==> src/rtl/seven_segment_decoder.sv <==
// Bus monitor for a four-digit multiplexed seven-segment display: rebuilds the
// shown hex value, digit-enable mask and decimal-point mask once per scan.
module seven_segment_decoder #(
  parameter int COUNT_BITS    = 17,
  parameter int SETTLE_CYCLES = 4
) (
  input  logic        clk,
  input  logic        reset,
  input  logic [3:0]  anode,
  input  logic [7:0]  segment,
  output logic [15:0] dataOut,
  output logic [3:0]  digitEnabled,
  output logic [3:0]  digitPointOut,
  output logic        frameValid,
  output logic        frameError
);

  localparam int                TO_W   = COUNT_BITS + 1;
  localparam logic [7:0]        SETTLE = 8'(SETTLE_CYCLES);
  localparam logic [TO_W-1:0]   TO_ONE = {{(TO_W-1){1'b0}}, 1'b1};
  localparam logic [TO_W-1:0]   TO_MAX = {TO_W{1'b1}};

  typedef enum logic {WAIT_STABLE, HELD} state_t;

  // Returns {legal, nibble}; unknown patterns give nibble 0.
  function automatic logic [4:0] decode_hex(input logic [6:0] seg);
    case (seg)
      7'b1000000: return 5'h10;
      7'b1111001: return 5'h11;
      7'b0100100: return 5'h12;
      7'b0110000: return 5'h13;
      7'b0011001: return 5'h14;
      7'b0010010: return 5'h15;
      7'b0000010: return 5'h16;
      7'b1111000: return 5'h17;
      7'b0000000: return 5'h18;
      7'b0010000: return 5'h19;
      7'b0001000: return 5'h1A;
      7'b0000011: return 5'h1B;
      7'b1000110: return 5'h1C;
      7'b0100001: return 5'h1D;
      7'b0000110: return 5'h1E;
      7'b0001110: return 5'h1F;
      default:    return 5'h00;
    endcase
  endfunction

  // Returns {exactly_one_low, index} for an active-low anode vector.
  function automatic logic [2:0] anode_index(input logic [3:0] an);
    case (an)
      4'b1110: return 3'b100;
      4'b1101: return 3'b101;
      4'b1011: return 3'b110;
      4'b0111: return 3'b111;
      default: return 3'b000;
    endcase
  endfunction

  function automatic logic [7:0] sat_inc(input logic [7:0] c);
    if (c >= SETTLE) return SETTLE;
    return c + 8'd1;
  endfunction

  logic [3:0]      anode_q;
  logic [7:0]      segment_q;
  logic [11:0]     pair_prev_q;
  logic [7:0]      stab_q, stab_d;
  state_t          state_q, state_d;
  logic [15:0]     acc_data_q, acc_data_d;
  logic [3:0]      acc_en_q, acc_en_d;
  logic [3:0]      acc_dp_q, acc_dp_d;
  logic            acc_err_q, acc_err_d;
  logic [1:0]      prev_idx_q, prev_idx_d;
  logic [TO_W-1:0] to_q, to_d;
  logic [15:0]     data_out_q, data_out_d;
  logic [3:0]      en_out_q, en_out_d;
  logic [3:0]      dp_out_q, dp_out_d;
  logic            err_out_q, err_out_d;
  logic            valid_q, valid_d;

  logic [11:0]     pair_now;
  logic            changed, capture;
  logic [2:0]      an_info;
  logic [4:0]      dec;
  logic [1:0]      idx;

  // Stability tracking and capture FSM over the registered bus copy
  always_comb begin
    pair_now = {anode_q, segment_q};
    changed  = (pair_now != pair_prev_q);
    stab_d   = changed ? 8'd1 : sat_inc(stab_q);
    capture  = (stab_d == SETTLE) && (anode_q != 4'hF) &&
               ((state_q == WAIT_STABLE) || changed);
    state_d  = state_q;
    if (capture)      state_d = HELD;
    else if (changed) state_d = WAIT_STABLE;
  end

  // Frame accumulator, wrap detection, idle timeout and publish
  always_comb begin
    an_info    = anode_index(anode_q);
    idx        = an_info[1:0];
    dec        = decode_hex(segment_q[6:0]);
    acc_data_d = acc_data_q;
    acc_en_d   = acc_en_q;
    acc_dp_d   = acc_dp_q;
    acc_err_d  = acc_err_q;
    prev_idx_d = prev_idx_q;
    to_d       = to_q + TO_ONE;
    data_out_d = data_out_q;
    en_out_d   = en_out_q;
    dp_out_d   = dp_out_q;
    err_out_d  = err_out_q;
    valid_d    = 1'b0;
    if (capture) begin
      to_d = '0;
      if (an_info[2]) begin
        if ((acc_en_q != 4'b0) && (idx <= prev_idx_q)) begin
          valid_d    = 1'b1;
          acc_data_d = '0;
          acc_en_d   = '0;
          acc_dp_d   = '0;
          acc_err_d  = 1'b0;
        end
        acc_data_d[{idx, 2'b00} +: 4] = dec[3:0];
        acc_en_d[idx]  = 1'b1;
        acc_dp_d[idx]  = ~segment_q[7];
        acc_err_d      = acc_err_d | ~dec[4];
        prev_idx_d     = idx;
      end else begin
        acc_err_d = 1'b1;
      end
    end else if (to_q == TO_MAX) begin
      valid_d    = 1'b1;
      to_d       = '0;
      acc_data_d = '0;
      acc_en_d   = '0;
      acc_dp_d   = '0;
      acc_err_d  = 1'b0;
      prev_idx_d = '0;
    end
    // Published values always come from the accumulator as it stood before this edge.
    if (valid_d) begin
      data_out_d = acc_data_q;
      en_out_d   = acc_en_q;
      dp_out_d   = acc_dp_q;
      err_out_d  = acc_err_q;
    end
  end

  always_ff @(posedge clk or posedge reset) begin
    if (reset) begin
      anode_q     <= 4'hF;
      segment_q   <= 8'hFF;
      pair_prev_q <= 12'hFFF;
      stab_q      <= '0;
      state_q     <= WAIT_STABLE;
      acc_data_q  <= '0;
      acc_en_q    <= '0;
      acc_dp_q    <= '0;
      acc_err_q   <= 1'b0;
      prev_idx_q  <= '0;
      to_q        <= '0;
      data_out_q  <= '0;
      en_out_q    <= '0;
      dp_out_q    <= '0;
      err_out_q   <= 1'b0;
      valid_q     <= 1'b0;
    end else begin
      anode_q     <= anode;
      segment_q   <= segment;
      pair_prev_q <= pair_now;
      stab_q      <= stab_d;
      state_q     <= state_d;
      acc_data_q  <= acc_data_d;
      acc_en_q    <= acc_en_d;
      acc_dp_q    <= acc_dp_d;
      acc_err_q   <= acc_err_d;
      prev_idx_q  <= prev_idx_d;
      to_q        <= to_d;
      data_out_q  <= data_out_d;
      en_out_q    <= en_out_d;
      dp_out_q    <= dp_out_d;
      err_out_q   <= err_out_d;
      valid_q     <= valid_d;
    end
  end

  assign dataOut       = data_out_q;
  assign digitEnabled  = en_out_q;
  assign digitPointOut = dp_out_q;
  assign frameValid    = valid_q;
  assign frameError    = err_out_q;

endmodule

==> config.mk <==
export PLATFORM = sky130hd
export DESIGN_NAME = seven_segment_decoder
export DESIGN_NICKNAME = d
export VERILOG_FILES = /design/src/rtl/seven_segment_decoder.sv
export SDC_FILE = /design/constraint.sdc
export NUM_CORES = 1
export LEC_CHECK = 0
export CORE_ASPECT_RATIO = 0.75
export CORE_UTILIZATION = 55
export DETAILED_ROUTE_END_ITERATION = 7
export PLACE_DENSITY = 0.73
export SLEW_MARGIN = 0
export SYNTH_ARGS = -nofsm -noshare
export SYNTH_HDL_FRONTEND = slang
export SYNTH_SLANG_ARGS = --single-unit
==> constraint.sdc <==
create_clock -name clk -period 3.6 [get_ports clk]
set_input_delay 0.36 -clock clk [delete_from_list [all_inputs] [get_ports clk]]
set_output_delay 0.36 -clock clk [all_outputs]
set_load 0.01 [all_outputs]
# After elaboration in Yosys (flattened, before gate mapping)
# Cells that the tools add are included.
# Widths: inputs -> output; s select.
# totals
word_cells,108
input_bits,14
output_inout_bits,26
regBits,104
# classes
n_eq_ne,24
shift,2
bitwise_logic,5
mux,44
magnitude_cmp,4
add_sub_neg,3
n_reduce_logical,10
# ops
op,n
$mux 16,6
$pmux 5 s16,1
$mux 4,11
$mux 18,2
$eq 7x7->1 const B,4
$mux 8,3
$eq 7x5->1 const B,3
$eq 7x6->1 const B,3
$add 18x1->18 const B,1
$eq 18x18->1 const B,1
$bwmux 16,1
$shift 4x6->16 const A,1
$shiftx 4x6->16,1
$eq 7x2->1 const B,2
$eq 7x4->1 const B,2
$mux 1,14
$eq 4x4->1 const B,3
$ne 12x12->1,1
$pmux 3 s4,1
$add 8x1->8 const B,1
$eq 8x3->1 const B,1
$ge 8x3->1 const B,1
$eq 7x3->1 const B,1
$logic_not 7->1,1
18 further kinds,26

# Longest topological paths before layout
# Gate-level depths: netlist of run 1.
# logic_depth
depth_word,11
ltp_mapped,13
depth_no_buf,9

# Worst setup path before layout of run 1
# No wires, ideal clock.
# synth_timing
path_type,register to register
from,register anode_q[1]
to,register data_out_q[10] (netlist: dataOut[10])
stages_incl_launch_ff,14
setup_ns,0.125
required_time_ns,3.475
period_less_slack_ns,2.974
arrival_time_ns,2.849
n_path_buf,4
path_slack_ns,0.626
cell_sequence,dfstp_2 > buf_2 > xor2_1 > and3_1 > clkbuf_1 > inv_1 > ha_1 > and2b_1 > a2bb2oi_1 > a211oi_1 > mux2_4 > buf_8 > buf_12 > mux2_4
# synth_between
elab_chain_len,7
word_cells_on_any_way,17
classes_between,order compare: 1; eq/ne: 7; mux: 5; reduce/logical: 4
# synth_rtl
item,line,text
start: declaration,64,logic [3:0] anode_q;
start signal: assignment,170,anode_q <= anode;
$eq 4x3->1 or $eq 4x4->1 (tied branches),50,case (an)
$pmux 3 s4,50,
$le 2x2->1,118,if ((acc_en_q != 4'b0) && (idx <= prev_idx_q)) begin
$logic_and 1x1->1,118,
$mux 1,118,
$mux 1,117,if (an_info[2]) begin
$mux 1 (*),115,if (capture) begin
end signal: assignment,181,data_out_q <= data_out_d;
end: declaration,75,"logic [15:0] data_out_q, data_out_d;"
# Every way passes the cells marked *; elsewhere a longest branch is shown, timed or not.
# A chain may end at the register's enable or synchronous reset.

# Worst setup path in the final report of run 1
# layout_timing
from,register anode_q[3]
to,register data_out_q[15] (netlist: dataOut[15])
# Same word-level chain as after synthesis.

==> results.toml, run 1 <==
[sta]
period_minus_slack_ns = 3.19
finClkSkew_ns = 0.00508
fin_setup_tns_ns = 0
worst_slack_ns = 0.413
setup_viol = 0
max_freq_ghz = 0.314
post-route-period-util = 0.885
max-slew-margin-rel = 0.359
worstMarginPinSlew_ns = 0.952
hold_viol = 0
holdWs_ns = 0.398
slew_violations = 0
rsz0062_at_grt = "no"

[worst_setup_path]
critPathLaunchType = "flop"
arrival_ns = 3.42
crit_path_max_fanout = 26
path_class = "flop to flop"
ff2ff_path_depth = 9
cp.required_ns = 3.83
cp-end-kind = "flop"

[yosys]
yosys_warnings = 0
synth_ff_type = "dfrtp_1"
synth_enable_flop_cells = 0
netlist_instances = 404
async_flop_share = 1.00
syn_avg_cell_area_sq_um = 11.9
synth_seq_area_share = 0.545
ys_ff_latch = 104
ys_types = 53
syn_area_sq_um = 4830

[worst_hold_path]
holdPathStages = 0
hp-class = "flop to flop"

[route]
vias = 3120
ant_nets = 0
vias_per_cell = 5.61
drc = 0
drt_pre_antenna_iters = 4
drt_iter0_markers = 149
drt-wirelength-per-cell_um = 15.9
wirelength_mm = 8.82

[placement]
gp_congestion = 0.831
dp_slack_ns = 0.452
portBuffers = 39
dp_hpwl_mm = 6.13

[clock_tree]
cts_buffer_depth = 2
clk_pin_slew_ns = 0.07
htreeDepth = 3
clockRootBuffer = "clkbuf_16"
cts_buffers = 9
cts_sinks = 104
cts-resized-gates = 0
insertion_delay_ns = 0.35
cts_tree = "done"
postCtsHoldBufs = 0
postCtsSetupRepairBufs = 0

[finish]
num_antenna_cells = 0
layout_common_cells = "80 x dfrtp_1, 39 x clkdlybuf4s50_1, 29 x nor2_1"
finalNetCount = 467
area_delta_synth_final_pct = 15.5
multi_input_area_sq_um = 1970
drive_above_1_share = 0.161
mostFrequentLayoutCell = "dfrtp_1"
fill_cells = 678
seq_area_sq_um = 2630

[floorplanning]
rows = 29
ios = 40
initial_core_util = 0.569
die_area_sq_um = 9160
die_h_um = 83.1
coreArea_sq_um = 8490
die_w_um = 110

[grt]
antenna_found_initial = 0
grt_pass1_wl_mm = 14.8
track_usage = 0.214
grt_pass1_vias = 2989
grt_start_max_net_pins = 55
grt_overflow = 0

[job]
max_cap_viol_count = 0

[pwr]
p_leak_nw = 2.40
power_density_nw_per_um2 = 445
ir_worst_vdd_mv = 0.382

[run_status]
status = "finished clean"
-- stage by stage --
step	instances	power [mW]	instance area [sq um]	utilization
floorplan	408	1.46	4840	-
global placement	540	1.52	5270	0.621
detailed placement	540	1.53	5270	0.621
CTS	556	2.51	5580	0.657
global route	556	2.59	5580	0.657
finish	556	2.48	5580	0.657
-- synth_stat cells, drive strengths merged (5+ instances only) --
library cell | number | area, sq um
ha | 10 | 125
a21oi | 11 | 55.1
clkbuf | 8 | 31.3
a22o | 9 | 78.8
o22ai | 17 | 106
nor2b | 6 | 37.5
nor4 | 5 | 61.3
xor2 | 11 | 96.3
mux2 | 27 | 379
buf | 10 | 101
nand2 | 11 | 41.3
mux2i | 6 | 60.1
xnor2 | 20 | 175
nor3 | 6 | 30.0
dfrtp | 80 | 2000
nor2 | 29 | 109
nand4 | 14 | 93.8
and3 | 5 | 31.3
nand3 | 9 | 45.0
inv | 28 | 105
o21ai | 11 | 55.1
dfstp | 24 | 631
-- state kept, by name, summed over array words and instances (netlist names) --
signal and flops:
dataOut 16, prev_idx_q 2, acc_en_q 4, to_q 18, stab_q 8, segment_q 8, digitEnabled 4, pair_prev_q 12
anode_q 4, frameError 1, acc_err_q 1, frameValid 1, state_q 1, acc_data_q 16, acc_dp_q 4, digitPointOut 4
-- report_power, final --
part / internal [mW] / switching [mW]
registers: 1.23 / 0.0702
clock network: 0.556 / 0.418
logic: 0.0912 / 0.112
-- worst paths after layout --
kind | start | to | slack [ns]
max | anode_q[3] | dataOut[15] | 0.41
min | segment_q[7] | pair_prev_q[7] | 0.40
max reg2reg | anode_q[3] | dataOut[15] | 0.41
min reg2reg | segment_q[7] | pair_prev_q[7] | 0.40
max in group asynchronous | reset | segment_q[3] | 2.40
min in group asynchronous | reset | stab_q[6] | 0.45
-- kinds of logic (layout without fill, tap and decap cells) --
group,after synthesis,after routing,share of synthesized area
adder cells (fa/ha/maj),10,10,0.0259
other,1,5,0.000777
XOR/XNOR,31,31,0.0562
AO/OA/AOI/OAI,68,68,0.0964
buffers and inverters,46,86,0.0492
AND/OR/NAND/NOR,111,111,0.135
multiplexers,33,33,0.0910
flip-flops,104,104,0.545
-- critical path, cell delays in order (launching register included) --
cell	delay [ns]
dfstp_2	0.62
xor2_1	0.16
nand3_1	0.27
inv_1	0.17
ha_1	0.30
and2b_1	0.23
a2bb2oi_1	0.17
a211oi_1	0.26
mux2_4	0.49
mux2_2	0.39
-- cell type report --
class,count,share of cell area
flip-flops and latches,104,0.472
multi-input cells,258,0.354
repair buffers,42,0.0763
clock buffers,13,0.0507
well taps,108,0.0242
inverters,28,0.0193
clock inverters,3,0.00359
-- per-layer routing --
metal  up-vias  part of all wire  global-route usage
met2        48              0.44               0.302
met3        12             0.034              0.0565
li1       1503                 -                   -
met4         0             0.013              0.0718
met5         -                 0                   0
met1      1557              0.51               0.320
Power figures use the tool's default switching activity.
==> inputs of run 2 (changes only) <==
==> constraint.sdc (replaced) <==
create_clock -name clk -period 3.6 [get_ports clk]
set_input_delay 0.54 -clock clk [delete_from_list [all_inputs] [get_ports clk]]
set_output_delay 0.54 -clock clk [all_outputs]
set_load 0.01 [all_outputs]
==> results.toml, run 2 (synthesis gave the netlist of run 1 again) <==
[run_status]
status = "finished clean"

[worst_setup_path]
arrival_ns = 3.56
cp.required_ns = 3.83
critPathLaunchType = "flop"
crit_slowest_cell = "dfstp_2"
cpLargestDelayFamily = "multiplexers"
critPathMaxStageDelay_ns = 0.62
path_class = "flop to flop"
cp_cell_sequence = "xor2_1 > nand3_1 > inv_1 > ha_1 > and2b_1 > a2bb2oi_1 > a211oi_1 > mux2_4 > mux2_2"
crit_path_max_fanout = 26
cp-end-kind = "flop"
path_buf_inv = 1

[floorplanning]
coreArea_sq_um = 8490
die_h_um = 83.1
initial_core_util = 0.569
rows = 29
ios = 40
die_area_sq_um = 9160
die_w_um = 110

[grt]
antenna_found_initial = 0
grt_pass1_wl_mm = 15.2
grtUsageMet1 = 0.333
grt_start_max_net_pins = 55
met3_usage = 0.0589
grt_overflow = 0
grt.met2_usage = 0.299
track_usage = 0.218
grt-busiest-layer = "met1"
grt_pass1_vias = 3049

[sta]
worstMarginPinSlew_ns = 0.616
max_freq_ghz = 0.301
slew_violations = 0
setup_viol = 0
max-slew-margin-rel = 0.589
period_minus_slack_ns = 3.32
finClkSkew_ns = 0.00643
holdWs_ns = 0.403
rsz0062_at_grt = "no"
fin_setup_tns_ns = 0
post-route-period-util = 0.924
hold_viol = 0

[finish]
largest_register_ffs = 18
mostFrequentLayoutCell = "dfrtp_1"
multi_input_area_sq_um = 1970
area_delta_synth_final_pct = 15.0
drive_above_1_share = 0.158
fill_cells = 659
num_antenna_cells = 0
top_register = "to_q"
layout_common_cells = "80 x dfrtp_1, 39 x clkdlybuf4s50_1, 29 x nor2_1"
seq_area_sq_um = 2630
finalNetCount = 467

[clock_tree]
clockRootBuffer = "clkbuf_16"
cts-resized-gates = 0
cts_buffers = 9
htreeDepth = 3
cts_buffer_depth = 2
clk_pin_slew_ns = 0.07
postCtsHoldBufs = 0
insertion_delay_ns = 0.35
cts_tree = "done"
postCtsSetupRepairBufs = 0
cts_sinks = 104

[pwr]
ir_worst_vdd_mv = 0.376
p_leak_nw = 2.39
power_density_nw_per_um2 = 436
power_mw = 2.42

[route]
wirelength_mm = 8.85
ant_nets = 0
vias_per_cell = 5.56
drt_pre_antenna_iters = 4
drc = 0
vias = 3093
drt-wirelength-per-cell_um = 15.9
drt_iter0_markers = 194

[placement]
dp_hpwl_mm = 6.11
gp_congestion = 0.849
portBuffers = 39

[worst_hold_path]
hp-class = "flop to flop"

[job]
max_cap_viol_count = 0
==> run 2: where the power goes <==
group          switching [mW]  leakage (nW)  internal [mW]
Sequential             0.0694          1.34           1.23
Combinational           0.112         0.910         0.0910
Clock                   0.404         0.139          0.510
Total                   0.586          2.39           1.83
==> run 2: layer usage <==
metal | vias up | wire, um
met5 | - | 0
met4 | 0 | 136
met3 | 14 | 355
met2 | 65 | 3840
met1 | 1512 | 4520
li1 | 1502 | -
==> run 2: layout make-up <==
type,instances,share of cell area
Multi-Input combinational cell,258,0.355
Clock inverter,3,0.00293
Inverter,28,0.0194
Clock buffer,13,0.0471
Timing Repair Buffer,42,0.0766
Sequential cell,104,0.474
Tap cell,108,0.0243
==> run 2: worst paths after layout <==
kind / from / end / slack [ns] / cells after the start
hold reg to reg: segment_q[7] / pair_prev_q[7] / 0.40 / 0
max in group asynchronous: reset / pair_prev_q[9] / 2.23 / 3
setup / recovery: anode_q[3] / digitEnabled[3] / 0.28 / 9
min in group asynchronous: reset / stab_q[0] / 0.64 / 2
setup reg to reg: anode_q[3] / digitEnabled[3] / 0.28 / 9
hold / removal: segment_q[7] / pair_prev_q[7] / 0.40 / 0
==> run 2: through the flow <==
stage | util | setup WS [ns] | cell area, sq um | instances
detailed placement | 0.621 | 0.347 | 5270 | 540
global route | 0.654 | 0.115 | 5550 | 556
finish | 0.654 | 0.275 | 5550 | 556
global placement | 0.621 | 0.436 | 5270 | 540
CTS | 0.654 | 0.320 | 5550 | 556
floorplan | - | 0.368 | 4840 | 408
==> run 2: worst register-to-register path, stage by stage, from the launching register on <==
cell	delay, ns
dfstp_2	0.62
xor2_1	0.16
nand3_1	0.24
inv_1	0.29
ha_1	0.35
and2b_1	0.23
a2bb2oi_1	0.17
a211oi_1	0.26
mux2_4	0.50
mux2_2	0.40
